--- config.mk ---
export PLATFORM = sky130hd
export DESIGN_NAME = per_slave_arbiter_flat
export DESIGN_NICKNAME = d
export VERILOG_FILES = /design/src/rtl/per_slave_arbiter_pkg.sv /design/src/rtl/per_slave_arbiter_if.sv /design/src/rtl/per_slave_arbiter_rr_arbiter.sv /design/src/rtl/per_slave_arbiter.sv /design/src/flat_wrapper.sv
export SDC_FILE = /design/constraint.sdc
export NUM_CORES = 1
export LEC_CHECK = 0
export CAP_MARGIN = 10
export CORE_AREA = 8 8 162 164
export CTS_CLUSTER_DIAMETER = 40
export CTS_CLUSTER_SIZE = 14
export DETAILED_ROUTE_END_ITERATION = 16
export DIE_AREA = 0 0 170 172
export SLEW_MARGIN = 20
export SYNTH_ARGS = -nofsm -noshare
export SYNTH_HDL_FRONTEND = slang
export SYNTH_SLANG_ARGS = --single-unit
--- constraint.sdc ---
create_clock -name clk_i -period 2 [get_ports clk_i]
set_input_delay 0.4 -clock clk_i [delete_from_list [all_inputs] [get_ports clk_i]]
set_output_delay 0.4 -clock clk_i [all_outputs]
set_load 0.03 [all_outputs]
--- src/rtl/per_slave_arbiter_pkg.sv ---
// Shared types and constants for the per_slave_arbiter slice.
package per_arb_pkg;

    typedef enum logic [1:0] {
        IDLE = 2'd0,
        REQ  = 2'd1,
        WAIT = 2'd2
    } per_arb_state_e;

    localparam logic [31:0] PER_ARB_TIMEOUT_DATA = 32'hDEADBEEF;

endpackage

--- src/rtl/per_slave_arbiter_if.sv ---
// Single peripheral-interconnect channel: request fields out, grant and response back.
interface per_slave_arbiter_if #(
    parameter int unsigned PER_ADDR_WIDTH = 32,
    parameter int unsigned PER_ID_WIDTH   = 1
);
    logic                      req;
    logic [PER_ADDR_WIDTH-1:0] add;
    logic                      wen;
    logic [31:0]               wdata;
    logic [3:0]                be;
    logic [PER_ID_WIDTH-1:0]   id;
    logic                      gnt;
    logic                      r_valid;
    logic                      r_opc;
    logic [PER_ID_WIDTH-1:0]   r_id;
    logic [31:0]               r_rdata;

    modport master (
        output req, add, wen, wdata, be, id,
        input  gnt, r_valid, r_opc, r_id, r_rdata
    );

    modport slave (
        input  req, add, wen, wdata, be, id,
        output gnt, r_valid, r_opc, r_id, r_rdata
    );
endinterface

--- src/rtl/per_slave_arbiter_rr_arbiter.sv ---
// Combinational rotating-priority encoder: ptr_i is the highest-priority index.
module rr_arbiter #(
    parameter int unsigned N = 4,
    localparam int unsigned IdxW = $clog2(N)
) (
    input  logic [N-1:0]    req_i,
    input  logic [IdxW-1:0] ptr_i,
    output logic [IdxW-1:0] idx_o,
    output logic            valid_o
);
    int unsigned j;

    always_comb begin
        idx_o   = '0;
        valid_o = |req_i;
        j       = 0;
        // Walk from lowest to highest priority so the last hit is the winner.
        for (int i = N - 1; i >= 0; i--) begin
            j = (32'(ptr_i) + 32'(i)) % N;
            if (req_i[j]) idx_o = IdxW'(j);
        end
    end
endmodule

--- src/rtl/per_slave_arbiter.sv ---
// Round-robin sharing of one peripheral slave port, one outstanding transaction.
// Define PER_ARB_TIMEOUT_EN to enable the WAIT-state watchdog.
module per_slave_arbiter
    import per_arb_pkg::*;
#(
    parameter int unsigned N_MASTERS      = 4,
    parameter int unsigned PER_ADDR_WIDTH = 32,
    parameter int unsigned PER_ID_WIDTH   = 1,
    parameter int unsigned TIMEOUT_CYCLES = 1024
) (
    input  logic                                     clk_i,
    input  logic                                     rst_ni,
    input  logic [N_MASTERS-1:0]                     m_req_i,
    input  logic [N_MASTERS-1:0][PER_ADDR_WIDTH-1:0] m_add_i,
    input  logic [N_MASTERS-1:0]                     m_wen_i,
    input  logic [N_MASTERS-1:0][31:0]               m_wdata_i,
    input  logic [N_MASTERS-1:0][3:0]                m_be_i,
    input  logic [N_MASTERS-1:0][PER_ID_WIDTH-1:0]   m_id_i,
    output logic [N_MASTERS-1:0]                     m_gnt_o,
    output logic [N_MASTERS-1:0]                     m_r_valid_o,
    output logic                                     m_r_opc_o,
    output logic [PER_ID_WIDTH-1:0]                  m_r_id_o,
    output logic [31:0]                              m_r_rdata_o,
    per_slave_arbiter_if.master                      per_slave,
    output logic                                     busy_o,
    output logic                                     stray_o,
    output logic                                     timeout_o
);
    localparam int unsigned IdxW = $clog2(N_MASTERS);

    per_arb_state_e  state_q;
    logic [IdxW-1:0] owner_q, ptr_q, owner_inc, win_idx;
    logic            win_valid, owner_req, resp_done, expire, stray_q;

    rr_arbiter #(.N(N_MASTERS)) u_rr (
        .req_i  (m_req_i),
        .ptr_i  (ptr_q),
        .idx_o  (win_idx),
        .valid_o(win_valid)
    );

    assign owner_req = m_req_i[owner_q];
    assign owner_inc = (32'(owner_q) == N_MASTERS - 1) ? '0 : owner_q + 1'b1;
    assign resp_done = (state_q == WAIT) && per_slave.r_valid;

`ifdef PER_ARB_TIMEOUT_EN
    localparam int unsigned CntW = $clog2(TIMEOUT_CYCLES + 1);
    logic [CntW-1:0] cnt_q;
    logic            timeout_q;

    // A real response in the limit cycle takes precedence over the watchdog.
    assign expire = (state_q == WAIT) && !per_slave.r_valid && (cnt_q == CntW'(TIMEOUT_CYCLES));

    always_ff @(posedge clk_i or negedge rst_ni) begin
        if (!rst_ni) begin
            cnt_q     <= '0;
            timeout_q <= 1'b0;
        end else begin
            if (state_q != WAIT) cnt_q <= '0;
            else if (!per_slave.r_valid && !expire) cnt_q <= cnt_q + 1'b1;
            if (expire) timeout_q <= 1'b1;
        end
    end

    assign timeout_o = timeout_q;
`else
    assign expire    = 1'b0;
    assign timeout_o = 1'b0;
`endif

    assign per_slave.req   = (state_q == REQ) && owner_req;
    assign per_slave.add   = m_add_i[owner_q];
    assign per_slave.wen   = m_wen_i[owner_q];
    assign per_slave.wdata = m_wdata_i[owner_q];
    assign per_slave.be    = m_be_i[owner_q];
    assign per_slave.id    = m_id_i[owner_q];

    always_comb begin
        m_gnt_o     = '0;
        m_r_valid_o = '0;
        if ((state_q == REQ) && owner_req && per_slave.gnt) m_gnt_o[owner_q] = 1'b1;
        if (resp_done || expire) m_r_valid_o[owner_q] = 1'b1;
    end

    assign m_r_opc_o   = expire ? 1'b1 : per_slave.r_opc;
    assign m_r_rdata_o = expire ? PER_ARB_TIMEOUT_DATA : per_slave.r_rdata;
    assign m_r_id_o    = per_slave.r_id;
    assign busy_o      = (state_q != IDLE);
    assign stray_o     = stray_q;

    always_ff @(posedge clk_i or negedge rst_ni) begin
        if (!rst_ni) begin
            state_q <= IDLE;
            owner_q <= '0;
            ptr_q   <= '0;
            stray_q <= 1'b0;
        end else begin
            if ((state_q != WAIT) && per_slave.r_valid) stray_q <= 1'b1;
            unique case (state_q)
                IDLE: begin
                    if (win_valid) begin
                        owner_q <= win_idx;
                        state_q <= REQ;
                    end
                end
                REQ: begin
                    if (!owner_req) state_q <= IDLE;
                    else if (per_slave.gnt) state_q <= WAIT;
                end
                WAIT: begin
                    if (resp_done || expire) begin
                        ptr_q   <= owner_inc;
                        state_q <= IDLE;
                    end
                end
                default: state_q <= IDLE;
            endcase
        end
    end
endmodule

--- src/flat_wrapper.sv ---
// flat-port wrapper written by rule: the top's interface ports become plain ports
module per_slave_arbiter_flat import per_arb_pkg::*;
#(
    parameter int unsigned N_MASTERS      = 4,
    parameter int unsigned PER_ADDR_WIDTH = 32,
    parameter int unsigned PER_ID_WIDTH   = 1,
    parameter int unsigned TIMEOUT_CYCLES = 1024
)
  (clk_i, rst_ni, m_req_i, m_add_i, m_wen_i, m_wdata_i, m_be_i, m_id_i, m_gnt_o, m_r_valid_o, m_r_opc_o, m_r_id_o, m_r_rdata_o, busy_o, stray_o, timeout_o, per_slave_req, per_slave_add, per_slave_wen, per_slave_wdata, per_slave_be, per_slave_id, per_slave_gnt, per_slave_r_valid, per_slave_r_opc, per_slave_r_id, per_slave_r_rdata);
  per_slave_arbiter_if #(.PER_ADDR_WIDTH(PER_ADDR_WIDTH), .PER_ID_WIDTH(PER_ID_WIDTH)) per_slave_i ();
  input  logic clk_i;
  input  logic rst_ni;
  input  logic [N_MASTERS-1:0] m_req_i;
  input  logic [N_MASTERS-1:0][PER_ADDR_WIDTH-1:0] m_add_i;
  input  logic [N_MASTERS-1:0] m_wen_i;
  input  logic [N_MASTERS-1:0][31:0] m_wdata_i;
  input  logic [N_MASTERS-1:0][3:0] m_be_i;
  input  logic [N_MASTERS-1:0][PER_ID_WIDTH-1:0] m_id_i;
  output logic [N_MASTERS-1:0] m_gnt_o;
  output logic [N_MASTERS-1:0] m_r_valid_o;
  output logic m_r_opc_o;
  output logic [PER_ID_WIDTH-1:0] m_r_id_o;
  output logic [31:0] m_r_rdata_o;
  output logic busy_o;
  output logic stray_o;
  output logic timeout_o;
  output wire logic [$bits(per_slave_i.req)-1:0] per_slave_req;
  output wire logic [$bits(per_slave_i.add)-1:0] per_slave_add;
  output wire logic [$bits(per_slave_i.wen)-1:0] per_slave_wen;
  output wire logic [$bits(per_slave_i.wdata)-1:0] per_slave_wdata;
  output wire logic [$bits(per_slave_i.be)-1:0] per_slave_be;
  output wire logic [$bits(per_slave_i.id)-1:0] per_slave_id;
  input wire logic [$bits(per_slave_i.gnt)-1:0] per_slave_gnt;
  input wire logic [$bits(per_slave_i.r_valid)-1:0] per_slave_r_valid;
  input wire logic [$bits(per_slave_i.r_opc)-1:0] per_slave_r_opc;
  input wire logic [$bits(per_slave_i.r_id)-1:0] per_slave_r_id;
  input wire logic [$bits(per_slave_i.r_rdata)-1:0] per_slave_r_rdata;
  assign per_slave_req = per_slave_i.req;
  assign per_slave_add = per_slave_i.add;
  assign per_slave_wen = per_slave_i.wen;
  assign per_slave_wdata = per_slave_i.wdata;
  assign per_slave_be = per_slave_i.be;
  assign per_slave_id = per_slave_i.id;
  assign per_slave_i.gnt = per_slave_gnt;
  assign per_slave_i.r_valid = per_slave_r_valid;
  assign per_slave_i.r_opc = per_slave_r_opc;
  assign per_slave_i.r_id = per_slave_r_id;
  assign per_slave_i.r_rdata = per_slave_r_rdata;
  per_slave_arbiter #(.N_MASTERS(N_MASTERS), .PER_ADDR_WIDTH(PER_ADDR_WIDTH), .PER_ID_WIDTH(PER_ID_WIDTH), .TIMEOUT_CYCLES(TIMEOUT_CYCLES)) u_core (.clk_i(clk_i), .rst_ni(rst_ni), .m_req_i(m_req_i), .m_add_i(m_add_i), .m_wen_i(m_wen_i), .m_wdata_i(m_wdata_i), .m_be_i(m_be_i), .m_id_i(m_id_i), .m_gnt_o(m_gnt_o), .m_r_valid_o(m_r_valid_o), .m_r_opc_o(m_r_opc_o), .m_r_id_o(m_r_id_o), .m_r_rdata_o(m_r_rdata_o), .per_slave(per_slave_i), .busy_o(busy_o), .stray_o(stray_o), .timeout_o(timeout_o));
endmodule
==> impl_metrics.env <==
export IMPL_outcome="finished with violations"
export IMPL_violations="setup timing"
export IMPL_post_drt_wl_per_cell_um=21.4
export IMPL_synth_top_cell_area_share_pct=66.3
export IMPL_drive_gt1_share_pct=41.3
export IMPL_fp_dieW_um=170
export IMPL_timing_critical_path_from="u_core.owner_q[0]"
export IMPL_cp_cell_sequence="buf_12 > mux4_2 > and3b_2 > and3_4 > buf_6"
export IMPL_hold_buffers=0
export IMPL_cp_required_ns=1.60
export IMPL_drt_pass1_iter_count=4
export IMPL_ios=438
export IMPL_htree_num_levels=1
export IMPL_syn_inst=175
export IMPL_cts_sinks=7
export IMPL_viasPerCell=3.81
export IMPL_hpwl_um=15700
export IMPL_root_buffer="clkbuf_16"
export IMPL_synthTopCellsByArea="mux4_2, buf_4, dfrtp_1, ha_1, o21ai_0"
export IMPL_arrival_ns=1.91
export IMPL_power_mw=8.56
export IMPL_initial_utilization_pct=10.1
export IMPL_setup_ws_ns=-0.314
export IMPL_drt_first_iter_violations=64
export IMPL_yosysWarnings=0
export IMPL_skew_ns=0.000386
export IMPL_min_period_ns=2.31
export IMPL_row_count=57
export IMPL_max_freq_mhz=432
export IMPL_fill_cells=2501
export IMPL_clk_pin_slew_ns=0.04
export IMPL_multiInputGateArea_um2=1930
export IMPL_cts_tree="built"
export IMPL_dieHeight_um=172
export IMPL_slowest_stage="dfrtp_4"
export IMPL_cpPeakStageDelay_ns=0.51
export IMPL_grt_pass1_vias=3838
export IMPL_r2r_start="u_core.owner_q[0]"
export IMPL_grt_pass1_wl_um=25700
export IMPL_drc=0
export IMPL_vias=3338
export IMPL_clock_path_buffers=2
export IMPL_crit_path_max_fanout=5
export IMPL_ff2ff_path_depth=7
export IMPL_final_antenna_net_count=0
export IMPL_fin_crit_sh_pct=116
export IMPL_rsz0062_at_grt="yes"
export IMPL_die_area_um2=29200
export IMPL_io_buffers=368
export IMPL_r2r_setup_slack_ns=0.08
export IMPL_finalSetupViolCount=79
export IMPL_clk_latency_ns=0.23
export IMPL_coreArea_um2=23800
export IMPL_antennaDiodeCount=0
export IMPL_grt_start_max_net_pins=27
export IMPL_utilization_pct=30.1
export IMPL_synth_cell_types=23
export IMPL_numCtsBuffers=3
export IMPL_final_nets=879
export IMPL_power_density_nw_per_um2=1200
export IMPL_syn_area_um2=2410
export IMPL_synth_area_per_cell_um2=13.8
export IMPL_syn_nets=501
export IMPL_ys_ff_latch=7
export IMPL_min_path_type="in -> async"
export IMPL_final_max_slew_viol_count=0
export IMPL_path_class="reg -> out"
export IMPL_hold_viol_final=0
export IMPL_p_leak_nw=2.69
export IMPL_seq_area_um2=183
export IMPL_yosysSeqAreaShare_pct=7.26
export IMPL_critPathCaptureType="primary output"
export IMPL_gp_congestion=0.792
export IMPL_globalRouteOverflowTotal=0
export IMPL_netlist_top_cell_by_area="mux4_2"
export IMPL_grt_usage_pct=11.6
export IMPL_max_cap_violations=0
export IMPL_crit_path_start_kind="flop"
export IMPL_ir_worst_vdd_mv=0.468
export IMPL_antenna_found_initial=1
export IMPL_wirelength_um=18800
export IMPL_syn_to_final_growth_pct=197
-- what timing repair did --
item,4_1_cts,5_1_grt
pin swaps,10,0
endpoints found under the setup margin,79,79
gates cloned,5,0
setup buffers,27,3
gates resized for setup,327,9
-- final cells by class --
cell class | instances | share of cell area, %
timing repair buffer | 425 | 63.2
multi-input combinational | 110 | 27.0
tap | 324 | 5.66
sequential | 7 | 2.55
clock buffer | 4 | 1.10
inverter | 6 | 0.454
-- final timing paths --
check	endpoint
max in group asynchronous	u_core.owner_q[0]
worst min register to register	u_core.stray_o
worst max-delay path	m_gnt_o[2]
min in group clk_i	u_core.stray_o
worst max register to register	u_core.state_q[1]
worst min-delay path	u_core.stray_o
-- sequential cells by signal (all words and copies together) (netlist names) --
register / flops
u_core.owner_q: 2
u_core.state_q: 2
u_core.ptr_q: 2
u_core.stray_o: 1
-- placed cells by master, fill, tap and decap left out, drive strengths merged --
| cell type | netlist | layout |
|---|---|---|
| a22o | 1 | 1 |
| ha | 4 | 4 |
| and3b | 1 | 1 |
| dlygate4sd2 | 0 | 1 |
| and2 | 4 | 4 |
| inv | 6 | 6 |
| and3 | 4 | 4 |
| buf | 52 | 136 |
| clkbuf | 0 | 4 |
| o41ai | 1 | 1 |
| mux2 | 1 | 1 |
| nand2 | 4 | 4 |
| nor2b | 1 | 1 |
| nor2 | 3 | 3 |
| conb | 1 | 1 |
| a31oi | 2 | 2 |
| o21ai | 6 | 6 |
| clkdlybuf4s50 | 0 | 287 |
| dlymetal6s2s | 0 | 1 |
| mux4 | 71 | 71 |
| dfrtp | 7 | 7 |
| a21o | 1 | 1 |
| a21oi | 2 | 2 |
| nand2b | 3 | 3 |
-- metal layers --
metal,GRT usage (%),part of all wire [%],up-vias
met5,0,0.069,-
met4,0.915,0.53,2
met3,3.72,9.8,8
met2,20.3,50,216
met1,14.3,39,1638
li1,-,-,1474
-- Yosys cell counts --
| cell type | number |
|---|---|
| o21ai_0 | 6 |
| buf_2 | 3 |
| conb_1 | 1 |
| a21oi_1 | 2 |
| ha_1 | 4 |
| buf_1 | 6 |
| and3b_1 | 1 |
| mux2_2 | 1 |
| and2_1 | 4 |
| inv_1 | 6 |
| a22o_1 | 1 |
| nand2b_1 | 3 |
| nor2b_1 | 1 |
| and3_1 | 4 |
| buf_6 | 1 |
| a21o_1 | 1 |
| dfrtp_1 | 7 |
| nand2_1 | 4 |
| mux4_2 | 71 |
| o41ai_1 | 1 |
| a31oi_1 | 2 |
| buf_4 | 42 |
| nor2_1 | 3 |
-- report_power, final --
group	internal [mW]	total, mW	leakage [nW]	switching [mW]
sequential	0.213	0.281	0.0807	0.0684
clock	0.265	0.339	0.0382	0.0742
combinational	4.32	7.94	2.57	3.62
-- critical path, delay by kind of cell (launching register included) --
family	cells	cell delay (ns)
mux	1	0.43
flops	1	0.51
simple gates	2	0.47
buf+inv	2	0.27
-- cell families after synthesis --
kind of cell / Yosys count / share of synthesized area [%]
buf+inv: 58 / 16.0
fa+ha+maj: 4 / 2.07
other cells: 1 / 0.155
mux: 72 / 66.7
simple gates: 20 / 4.56
compound gates: 13 / 3.21
flops: 7 / 7.26
-- through the flow --
step / instances / hold slack, ns / setup TNS, ns / instance area (um2) / setup slack (ns)
6_report: 876 / 0.437 / -13.22 / 7160 / -0.314
5_1_grt: 876 / 0.471 / -16.91 / 7160 / -0.345
4_1_cts: 875 / 0.454 / -14.60 / 7140 / -0.317
3_5_place_dp: 839 / 0.447 / -11.43 / 6270 / -0.376
3_3_place_gp: 839 / 0.439 / -11.26 / 6270 / -0.381
2_1_floorplan: 175 / 0.104 / 0 / 2410 / 0.117
Power figures use the tool's default switching activity.
